**src/rtl/rx_usr_if_mc_pkg.sv**
```systemverilog
// -----------------------------------------------------------------------------
// rx_usr_if_mc_pkg
// Shared types and helpers for the multi-channel rx user interface.
//   state_e  : top-level FSM encoding (IDLE / XFER / DROP)
//   ch_bits  : width of a channel index, never less than 1
//   Defaults : NUM_CH_DEF / DATA_W_DEF / LEN_W_DEF parameter defaults
// Field layout used by the top level:
//   data word   {last, data}   -> last at bit DATA_W
//   status word {good, len}    -> good at bit LEN_W
// -----------------------------------------------------------------------------
package rx_usr_if_mc_pkg;

    localparam int NUM_CH_DEF = 4;
    localparam int DATA_W_DEF = 32;
    localparam int LEN_W_DEF  = 14;

    typedef enum logic [1:0] {
        ST_IDLE = 2'd0,
        ST_XFER = 2'd1,
        ST_DROP = 2'd2
    } state_e;

    // A single channel still needs a 1-bit tag so rx_ch has a legal width.
    function automatic int ch_bits(input int n);
        return (n <= 1) ? 1 : $clog2(n);
    endfunction

endpackage

```
**src/rtl/rx_usr_if_mc_rr_arb.sv**
```systemverilog
// -----------------------------------------------------------------------------
// rr_arb
// Combinational round-robin arbiter. Searches req starting at ptr and wrapping
// modulo NUM_CH; the first set bit wins.
//   req         in  NUM_CH  request vector
//   ptr         in  CH_W    search start (highest priority channel)
//   grant_valid out 1       any request present
//   grant_idx   out CH_W    winning channel (0 when no grant)
// -----------------------------------------------------------------------------
module rr_arb
    import rx_usr_if_mc_pkg::*;
#(
    parameter int NUM_CH = NUM_CH_DEF,
    parameter int CH_W   = ch_bits(NUM_CH)
) (
    input  logic [NUM_CH-1:0] req,
    input  logic [CH_W-1:0]   ptr,
    output logic              grant_valid,
    output logic [CH_W-1:0]   grant_idx
);

    // Scan from the farthest offset down to offset 0 so the nearest request
    // to ptr is the last one written and therefore wins.
    always_comb begin
        grant_valid = 1'b0;
        grant_idx   = '0;
        for (int k = NUM_CH - 1; k >= 0; k--) begin
            if (req[(int'(ptr) + k) % NUM_CH]) begin
                grant_valid = 1'b1;
                grant_idx   = CH_W'((int'(ptr) + k) % NUM_CH);
            end
        end
    end

endmodule

```
**src/rtl/rx_usr_if_mc.sv**
```systemverilog
// -----------------------------------------------------------------------------
// rx_usr_if_mc
// Merges NUM_CH receive paths (FWFT data FIFO + status queue each) onto one
// user stream, arbitrating per packet. Good packets from enabled channels are
// streamed with sof/eof/be/channel tag; bad or disabled packets are drained
// and counted.
//   clk, reset_n       clock, async active-low reset
//   chan_en            per-channel enable, sampled at grant
//   ch_dout/ch_empty   per-channel {last,data} FWFT word and empty flag
//   ch_ack             per-channel data pop
//   st_dout/st_dv      per-channel {good,byte_len} status and valid
//   st_ack             per-channel status pop (1-cycle pulse at grant)
//   rx_data/rx_be      user data and byte enables
//   rx_sof/rx_eof      packet delimiters
//   rx_ch              source channel of current packet
//   rx_dv/rx_ack       valid/accept handshake
//   drop_count         wrapping count of dropped packets
// -----------------------------------------------------------------------------
module rx_usr_if_mc
    import rx_usr_if_mc_pkg::*;
#(
    parameter  int NUM_CH = NUM_CH_DEF,
    parameter  int DATA_W = DATA_W_DEF,
    parameter  int LEN_W  = LEN_W_DEF,
    localparam int BE_W   = DATA_W / 8,
    localparam int CH_W   = ch_bits(NUM_CH),
    localparam int DW_W   = DATA_W + 1,
    localparam int SW_W   = LEN_W + 1
) (
    input  logic                     clk,
    input  logic                     reset_n,
    input  logic [NUM_CH-1:0]        chan_en,
    input  logic [NUM_CH*DW_W-1:0]   ch_dout,
    input  logic [NUM_CH-1:0]        ch_empty,
    output logic [NUM_CH-1:0]        ch_ack,
    input  logic [NUM_CH*SW_W-1:0]   st_dout,
    input  logic [NUM_CH-1:0]        st_dv,
    output logic [NUM_CH-1:0]        st_ack,
    output logic [DATA_W-1:0]        rx_data,
    output logic [BE_W-1:0]          rx_be,
    output logic                     rx_sof,
    output logic                     rx_eof,
    output logic [CH_W-1:0]          rx_ch,
    output logic                     rx_dv,
    input  logic                     rx_ack,
    output logic [31:0]              drop_count
);

    logic [NUM_CH-1:0][DW_W-1:0] dout_a;
    logic [NUM_CH-1:0][SW_W-1:0] st_a;
    assign dout_a = ch_dout;
    assign st_a   = st_dout;

    state_e            state_q, state_d;
    logic [CH_W-1:0]   rr_q, rr_d;
    logic [CH_W-1:0]   cur_q, cur_d;
    logic [LEN_W-1:0]  len_q, len_d;
    logic              first_q, first_d;
    logic [31:0]       drop_q, drop_d;

    logic              gnt_v;
    logic [CH_W-1:0]   gnt_idx;

    rr_arb #(
        .NUM_CH (NUM_CH),
        .CH_W   (CH_W)
    ) u_arb (
        .req         (st_dv),
        .ptr         (rr_q),
        .grant_valid (gnt_v),
        .grant_idx   (gnt_idx)
    );

    logic [DW_W-1:0]   cur_word;
    logic              cur_empty;
    logic              cur_last;
    logic [CH_W-1:0]   rr_next;
    int                be_rem;

    assign cur_word  = dout_a[cur_q];
    assign cur_empty = ch_empty[cur_q];
    assign cur_last  = cur_word[DATA_W];
    assign rr_next   = CH_W'((int'(cur_q) + 1) % NUM_CH);
    assign be_rem    = int'(len_q) % BE_W;

    always_ff @(posedge clk or negedge reset_n) begin
        if (!reset_n) begin
            state_q <= ST_IDLE;
            rr_q    <= '0;
            cur_q   <= '0;
            len_q   <= '0;
            first_q <= 1'b0;
            drop_q  <= '0;
        end else begin
            state_q <= state_d;
            rr_q    <= rr_d;
            cur_q   <= cur_d;
            len_q   <= len_d;
            first_q <= first_d;
            drop_q  <= drop_d;
        end
    end

    always_comb begin
        state_d = state_q;
        rr_d    = rr_q;
        cur_d   = cur_q;
        len_d   = len_q;
        first_d = first_q;
        drop_d  = drop_q;
        st_ack  = '0;
        ch_ack  = '0;
        rx_dv   = 1'b0;
        rx_sof  = 1'b0;
        rx_eof  = 1'b0;
        rx_data = '0;
        case (state_q)
            ST_IDLE: begin
                if (gnt_v) begin
                    st_ack[gnt_idx] = 1'b1;
                    cur_d   = gnt_idx;
                    len_d   = st_a[gnt_idx][LEN_W-1:0];
                    first_d = 1'b1;
                    // Enable is judged once here; later changes cannot abort.
                    state_d = (st_a[gnt_idx][LEN_W] && chan_en[gnt_idx]) ? ST_XFER : ST_DROP;
                end
            end
            ST_XFER: begin
                rx_dv   = ~cur_empty;
                rx_data = cur_word[DATA_W-1:0];
                rx_sof  = rx_dv & first_q;
                rx_eof  = rx_dv & cur_last;
                if (rx_dv && rx_ack) begin
                    ch_ack[cur_q] = 1'b1;
                    first_d       = 1'b0;
                    if (cur_last) begin
                        state_d = ST_IDLE;
                        rr_d    = rr_next;
                    end
                end
            end
            ST_DROP: begin
                if (!cur_empty) begin
                    ch_ack[cur_q] = 1'b1;
                    if (cur_last) begin
                        drop_d  = drop_q + 32'd1;
                        state_d = ST_IDLE;
                        rr_d    = rr_next;
                    end
                end
            end
            default: state_d = ST_IDLE;
        endcase
    end

    // Partial byte enables only on the eof word; a zero remainder means the
    // last word is full.
    always_comb begin
        rx_be = '1;
        if (rx_eof && be_rem != 0) begin
            for (int b = 0; b < BE_W; b++) rx_be[b] = (b < be_rem);
        end
    end

    assign rx_ch      = cur_q;
    assign drop_count = drop_q;

endmodule

```
**config.mk**
```make
export PLATFORM = sky130hd
export DESIGN_NAME = rx_usr_if_mc
export DESIGN_NICKNAME = d
export VERILOG_FILES = /design/src/rtl/rx_usr_if_mc_pkg.sv /design/src/rtl/rx_usr_if_mc_rr_arb.sv /design/src/rtl/rx_usr_if_mc.sv
export SDC_FILE = /design/constraint.sdc
export NUM_CORES = 1
export LEC_CHECK = 0
export ABC_AREA = 0
export BUFFER_PORTS_ARGS = -buffer_cell sky130_fd_sc_hd__buf_2
export CORE_AREA = 2 2 112 114
export DETAILED_ROUTE_END_ITERATION = 8
export DIE_AREA = 0 0 114 116
export SETUP_SLACK_MARGIN = 0.4
export SYNTH_ARGS = -nofsm -noshare
export SYNTH_HDL_FRONTEND = slang
export SYNTH_SLANG_ARGS = --single-unit
```
**constraint.sdc**
```tcl
create_clock -name clk -period 4.1 [get_ports clk]
set_clock_uncertainty 0.15 [all_clocks]
set_input_delay 0.205 -clock clk [delete_from_list [all_inputs] [get_ports clk]]
set_output_delay 0.205 -clock clk [all_outputs]
set_load 0.005 [all_outputs]
```
; After elaboration in Yosys (flattened, before gate mapping)
; Index checks and enable logic that the tools add are counted.
[classes]
addsub = 5
mul = 0
n_div = 0
order_cmp = 12
eq_ne = 5
n_shift = 0
n_mux = 54
n_bitwise = 6
reduce_logical = 17
[op_table]
columns = operator, count
row1 = 33-bit binary-select mux with 2-bit select, 1
row2 = 33-bit 2-to-1 mux, 1
row3 = 32-bit by 1-bit adder with 32-bit output (second input constant), 1
row4 = 32-bit 2-to-1 mux, 1
row5 = 32-bit nonzero test, 1
row6 = 15-bit binary-select mux with 2-bit select, 1
row7 = 2-bit 2-to-1 mux, 12
row8 = 1-bit 2-to-1 mux, 20
row9 = 4-bit 2-to-1 mux, 5
row10 = 15-bit 2-to-1 mux, 1
row11 = 1-bit binary-select mux with 2-bit select, 6
row12 = 3-bit by 4-bit < comparator with 1-bit output (second input constant), 3
row13 = 3-bit AND reduction, 4
row14 = 2-bit by 3-bit < comparator with 1-bit output (second input constant), 3
row15 = 4-bit one-hot mux with 2 select lines, 1
row16 = 2-bit != test (second input constant), 3
row17 = 2-bit one-hot mux with 3 select lines, 1
row18 = 2-bit OR reduction, 3
row19 = 1-bit logical AND, 5
row20 = 2-bit by 1-bit adder with 2-bit output (second input constant), 2
row21 = 2-bit adder (second input constant), 2
row22 = 1-bit demux with 2-bit select, 2
row23 = 2-bit by 1-bit >= comparator with 1-bit output (second input constant), 2
row24 = 1-bit by 2-bit < comparator with 1-bit output (first input constant), 2
row25 = other kinds (11), 16
[word_totals]
reg_bits = 41
latchBits = 0
ram_bits = 0
romBits = 0
in_bits = 207
out_inout_bits = 81
elab_cells = 105
memories = 0

; Depth between registers and ports, before layout
[depth]
depth_word = 16
ltp_mapped = 8
mapped_depth_nobuf = 7

; Hierarchy
; Synthesis repeated with hierarchy kept, for this count alone.
[hier_totals]
cells_unflattened = 304
hier_area_um2 = 3328.2
[by_module_without_submodules]
columns = mod, n_inst, cells_per_inst, area_per_inst_um2, seq_area_each_um2
row1 = rx_usr_if_mc, 1, 291, 3250.6, 1026.0
row2 = rr_arb, 1, 13, 77.6, 0.0

; Worst setup path before layout
; No wires, ideal clock.
[synth_path]
path_kind = register -> register
from = reg cur_q[0], in the netlist rx_ch[0]
to = reg drop_q[31], in the netlist drop_count[31]
setup_ns = 0.079
t_arrival_ns = 2.079
required_time_ns = 3.871
slack_ns = 1.792
stages_incl_launch_ff = 8
path_buffers = 1
synth_period_minus_slack_ns = 2.308
path_cell_list = dfrtp_1 > buf_6 > mux4_2 > nand3b_4 > nor4b_4 > nand2_2 > nor2_1 > xor2_1
[synth_via]
elab_chain_cells = 4
word_cells_on_any_way = 6
classes_between = mux: 4 / bitwise: 1 / reduce/logical: 1
[synth_rtl]
columns = element, line_no
row1 = from (decl), rx_usr_if_mc.sv:56  ; logic [CH_W-1:0] cur_q, cur_d;
row2 = from (signal assigned), rx_usr_if_mc.sv:97  ; cur_q <= cur_d;
row3 = 1-bit binary-select mux with 2-bit select, rx_usr_if_mc.sv:81  ; assign cur_empty = ch_empty[cur_q];
row4 = 1-bit 2-to-1 mux (implied by the code), rx_usr_if_mc.sv:81
row5 = 1-bit inverter (no source line), n/a
row6 = 3-bit AND reduction (no source line) *, n/a
row7 = to (signal assigned), rx_usr_if_mc.sv:100  ; drop_q <= drop_d;
row8 = to (decl), rx_usr_if_mc.sv:59  ; logic [31:0] drop_q, drop_d;
; Mark *: on every way between the ends. The rest lies on a longest branch, timed or not. The select of a mux whose other input is x is not followed.
; A chain may end at the register's enable or synchronous reset.

; Worst setup path after layout
[layout_path]
from = reg cur_q[1], in the netlist rx_ch[1]
to = out ch_ack[3]
[layout_via]
elab_chain_cells = 6
word_cells_on_any_way = 12
classes_between = order compare: 2 / mux: 7 / bitwise: 1 / reduce/logical: 2
[layout_rtl]
columns = element, line_no
row1 = 2-bit by 3-bit < comparator with 1-bit output (implied by the code) (tied with other cells), "rx_usr_if_mc.sv:134, rx_usr_if_mc.sv:144"
row2 = 1-bit logical AND (implied by the code) / 1-bit 2-to-1 mux (equally long branches), "rx_usr_if_mc.sv:134, rx_usr_if_mc.sv:144, rx_usr_if_mc.sv:81"
row3 = 1-bit 2-to-1 mux (implied by the code) / 1-bit inverter (equally long branches), n/a
row4 = 1-bit demux with 2-bit select / 1-bit logical AND (equally long branches), "rx_usr_if_mc.sv:134, rx_usr_if_mc.sv:144, rx_usr_if_mc.sv:133"
row5 = "4-bit 2-to-1 mux, on equally long branches", "rx_usr_if_mc.sv:143, rx_usr_if_mc.sv:133"
row6 = 4-bit one-hot mux with 2 select lines *, rx_usr_if_mc.sv:117  ; case (state_q)
row7 = to (decl), rx_usr_if_mc.sv:35  ; output logic [NUM_CH-1:0] ch_ack,
; Marks and branches as above.

==> flow_metrics.py <==
metrics = {
    "logic_synthesis": {
        "synth_seq_cells": 41,
        "synth-edff-count": 0,
        "yosysTopAreaCell": "dfrtp_1",
        "synth-compound-area-share_pct": 3.40,
        "synth_adder_area_share_pct": 3.06,
        "seq_area_frac_synth_pct": 31.4,
        "syn_area_sq_um": 3270,
        "synth_top_area_share_pct": 31.4,
        "synthTopCellsByArea": "dfrtp_1, mux4_2, and2_1",
        "synthFlopType": "dfrtp_1",
        "synth_fp_nets": 517,
        "synth_mux_area_share_pct": 26.8,
        "synth_cell_type_count": 41,
        "synth_top_family_by_area": "multiplexers",
        "synthXorXnorAreaFrac_pct": 8.57,
        "synth_cells": 302,
        "yosys.area_share.simple_pct": 23.1,
        "postSynth.asyncResetShare_pct": 100,
        "avgSynthCellArea_sq_um": 10.8,
        "ys_warn_count": 0,
    },
    "global_routing": {
        "grt.overflow.total": 0,
        "grt_pass1_vias": 3291,
        "grt_use_total_pct": 15.7,
        "grt_pass1_wl_microns": 16300,
        "antenna_found_initial": 2,
        "grt_max_degree": 42,
    },
    "finish": {
        "drive_gt1_share_pct": 54.1,
        "layout_commonest_cell": "buf_2",
        "nNetsFinal": 751,
        "instances_no_fill": 684,
        "finish.utilization_pct": 39.9,
        "syn_to_final_growth_pct": 45.1,
        "final_cell_mix": "buf_2, and2_1, dfrtp_1",
    },
    "sta": {
        "max_slew.worst_pin.slew_ns": 0.937,
        "rsz0062_at_grt": "false",
        "final-max-slew-violation-count": 0,
        "final.period_utilization_pct": 64.2,
        "worst_slack_ns": 1.47,
        "clock.fmax_mhz": 380,
        "fin_crit_ns": 2.63,
        "max-slew-margin-rel_pct": 37.5,
        "finalSetupViolCount": 0,
        "setup_tns_ns": 0,
        "finalHoldViolCount": 0,
    },
    "routing": {
        "via_per_inst": 4.92,
        "drc_errors": 0,
        "num_vias": 3364,
        "drt_iter0_markers": 118,
        "routed_wl_microns": 10900,
        "drt_pass1_iterations": 4,
        "wl_per_cell_microns": 16.0,
        "drtAntennaViolNets": 0,
    },
    "setup_path": {
        "worstPathMaxFanout": 38,
        "cp_data_arrival_time_ns": 2.28,
        "critPathLaunchType": "flip-flop",
        "cpLargestDelayFamily": "simple AND/OR/NAND/NOR gates",
        "critical-path-max-stage-delay_ns": 0.49,
        "crit_required_ns": 3.74,
        "crit_path_top_delay_cell": "mux4_2",
        "path_buf_inv": 2,
        "setup.worst_path.start": "rx_ch[1]",
        "crit_type": "flip-flop to output port",
        "worstSetupEndpointType": "output port",
        "crit_chain": "buf_4, mux4_2, nor3b_1, and2_1, buf_2",
        "reg2reg_from": "rx_ch[1]",
    },
    "placement": {
        "io_buffers": 238,
        "gp_congestion": 0.822,
        "pre_cts_slack_ns": 1.45,
        "dp.cells": 675,
        "dp_hpwl_microns": 9190,
    },
    "die": {
        "initial_core_util_pct": 27.5,
        "io_pins": 288,
        "dieArea_sq_um": 13200,
        "core-area_sq_um": 11900,
        "rows": 40,
        "die_w_microns": 114,
        "die_h_microns": 116,
    },
    "job": {
        "max_cap_violations": 0,
    },
    "cts": {
        "htree_levels": 2,
        "cts_buffers": 5,
        "cts_tree": "done",
        "cts_sinks": 41,
        "clock_latency_ns": 0.28,
        "root_buffer": "clkbuf_16",
        "clkTransAtPathRegs_ns": 0.05,
        "clockBufferDepth": 2,
        "post_cts_resized": 0,
    },
    "worst_hold_path": {
        "min-delay-start": "st_dout[30]",
        "hp-class": "primary input to flip-flop",
    },
    "power_and_ir_drop": {
        "switching_share_pct": 37.6,
        "combPwrFrac_pct": 57.0,
        "p_int_mw": 1.33,
        "seqPwrFrac_pct": 25.6,
        "power_density_nw_per_um2": 450,
        "switchingPower_uw": 804,
        "p_total_mw": 2.14,
        "p_clk_share_pct": 17.4,
        "leakagePower_nw": 2.51,
        "ir_drop_mv": 0.185,
    },
    "outcome": {
        "run_status": "complete, no violations",
    },
}
==> stage by stage <==
step           hold slack (ns)  cell area [sq um]
2_1_floorplan           -0.241               3270
3_3_place_gp             0.250               4600
3_5_place_dp             0.259               4600
4_1_cts                  0.130               4740
5_1_grt                  0.139               4750
6_report                 0.117               4750
==> power by group through the flow <==
stage	clock network, mW	registers [mW]	logic, mW
after floorplan	0	0.532	0.882
after global placement	0	0.552	1.22
after detailed placement	0	0.554	1.25
after CTS	0.383	0.548	1.25
after global routing	0.395	0.561	1.35
final	0.371	0.547	1.22
==> worst register-to-register path, delay by kind of cell (launching register included) <==
family | cells | cell delay (ns)
flip-flops | 1 | 0.34
AND/OR/NAND/NOR | 4 | 0.98
XOR/XNOR | 1 | 0.15
buffers and inverters | 1 | 0.41
multiplexers | 1 | 0.52
==> registers in the layout (all words and copies together) (netlist names) <==
signal and flops:
drop_count 32, first_q 1, len_q 2, rr_q 2
rx_ch 2, state_q 2
==> synthesized netlist by cell type, types with 8 or more instances <==
cell / instances
and2_1: 41
clkbuf_1: 9
dfrtp_1: 41
ha_1: 8
inv_1: 12
mux2i_1: 10
mux4_2: 34
nand2_1: 26
nand3_1: 13
nand4_1: 9
nor2_1: 14
xnor2_1: 22
xor2_1: 10
==> path summary, 6_finish.rpt <==
path,end,slack [ns],cells past startpoint
min reg2reg,drop_count[31],0.31,1
max reg2reg,drop_count[31],1.49,7
min,len_q[0],0.12,3
max in group asynchronous,rx_ch[1],2.70,2
max,ch_ack[3],1.47,5
min in group asynchronous,drop_count[21],0.45,2
==> routing by layer <==
layer | global-route usage, % | vias up | routed length (microns)
li1 | - | 1557 | -
met1 | 16.5 | 1646 | 3780
met2 | 30.3 | 139 | 6150
met3 | 4.29 | 20 | 812
met4 | 4.80 | 2 | 171
met5 | 0 | - | 11
==> kinds of logic (layout without fill, tap and decap cells) <==
family,Yosys count,in the layout
and+or+nand+nor,131,131
adders and majority gates,8,8
muxes,45,45
buffers and inverters,27,261
other,1,2
AOI/OAI and AO/OA,17,17
DFF,41,41
xor gates and xnor gates,32,32
==> final cells by class <==
| type | instances | area (sq um) |
|---|---|---|
| Antenna cell | 1 | 2.50 |
| Tap cell | 147 | 184 |
| Clock buffer | 6 | 129 |
| Sequential cell | 41 | 1030 |
| Inverter | 12 | 45.0 |
| Fill cell | 1232 | 7160 |
| Clock inverter | 1 | 5.00 |
| Timing Repair Buffer | 242 | 1220 |
| Multi-Input combinational cell | 234 | 2130 |
==> timing repair <==
item,CTS,global route
hold buffers,1,0
setup buffers,0,0
hold endpoints to repair,41,0
No activity file was read; power rests on OpenSTA's default activity.
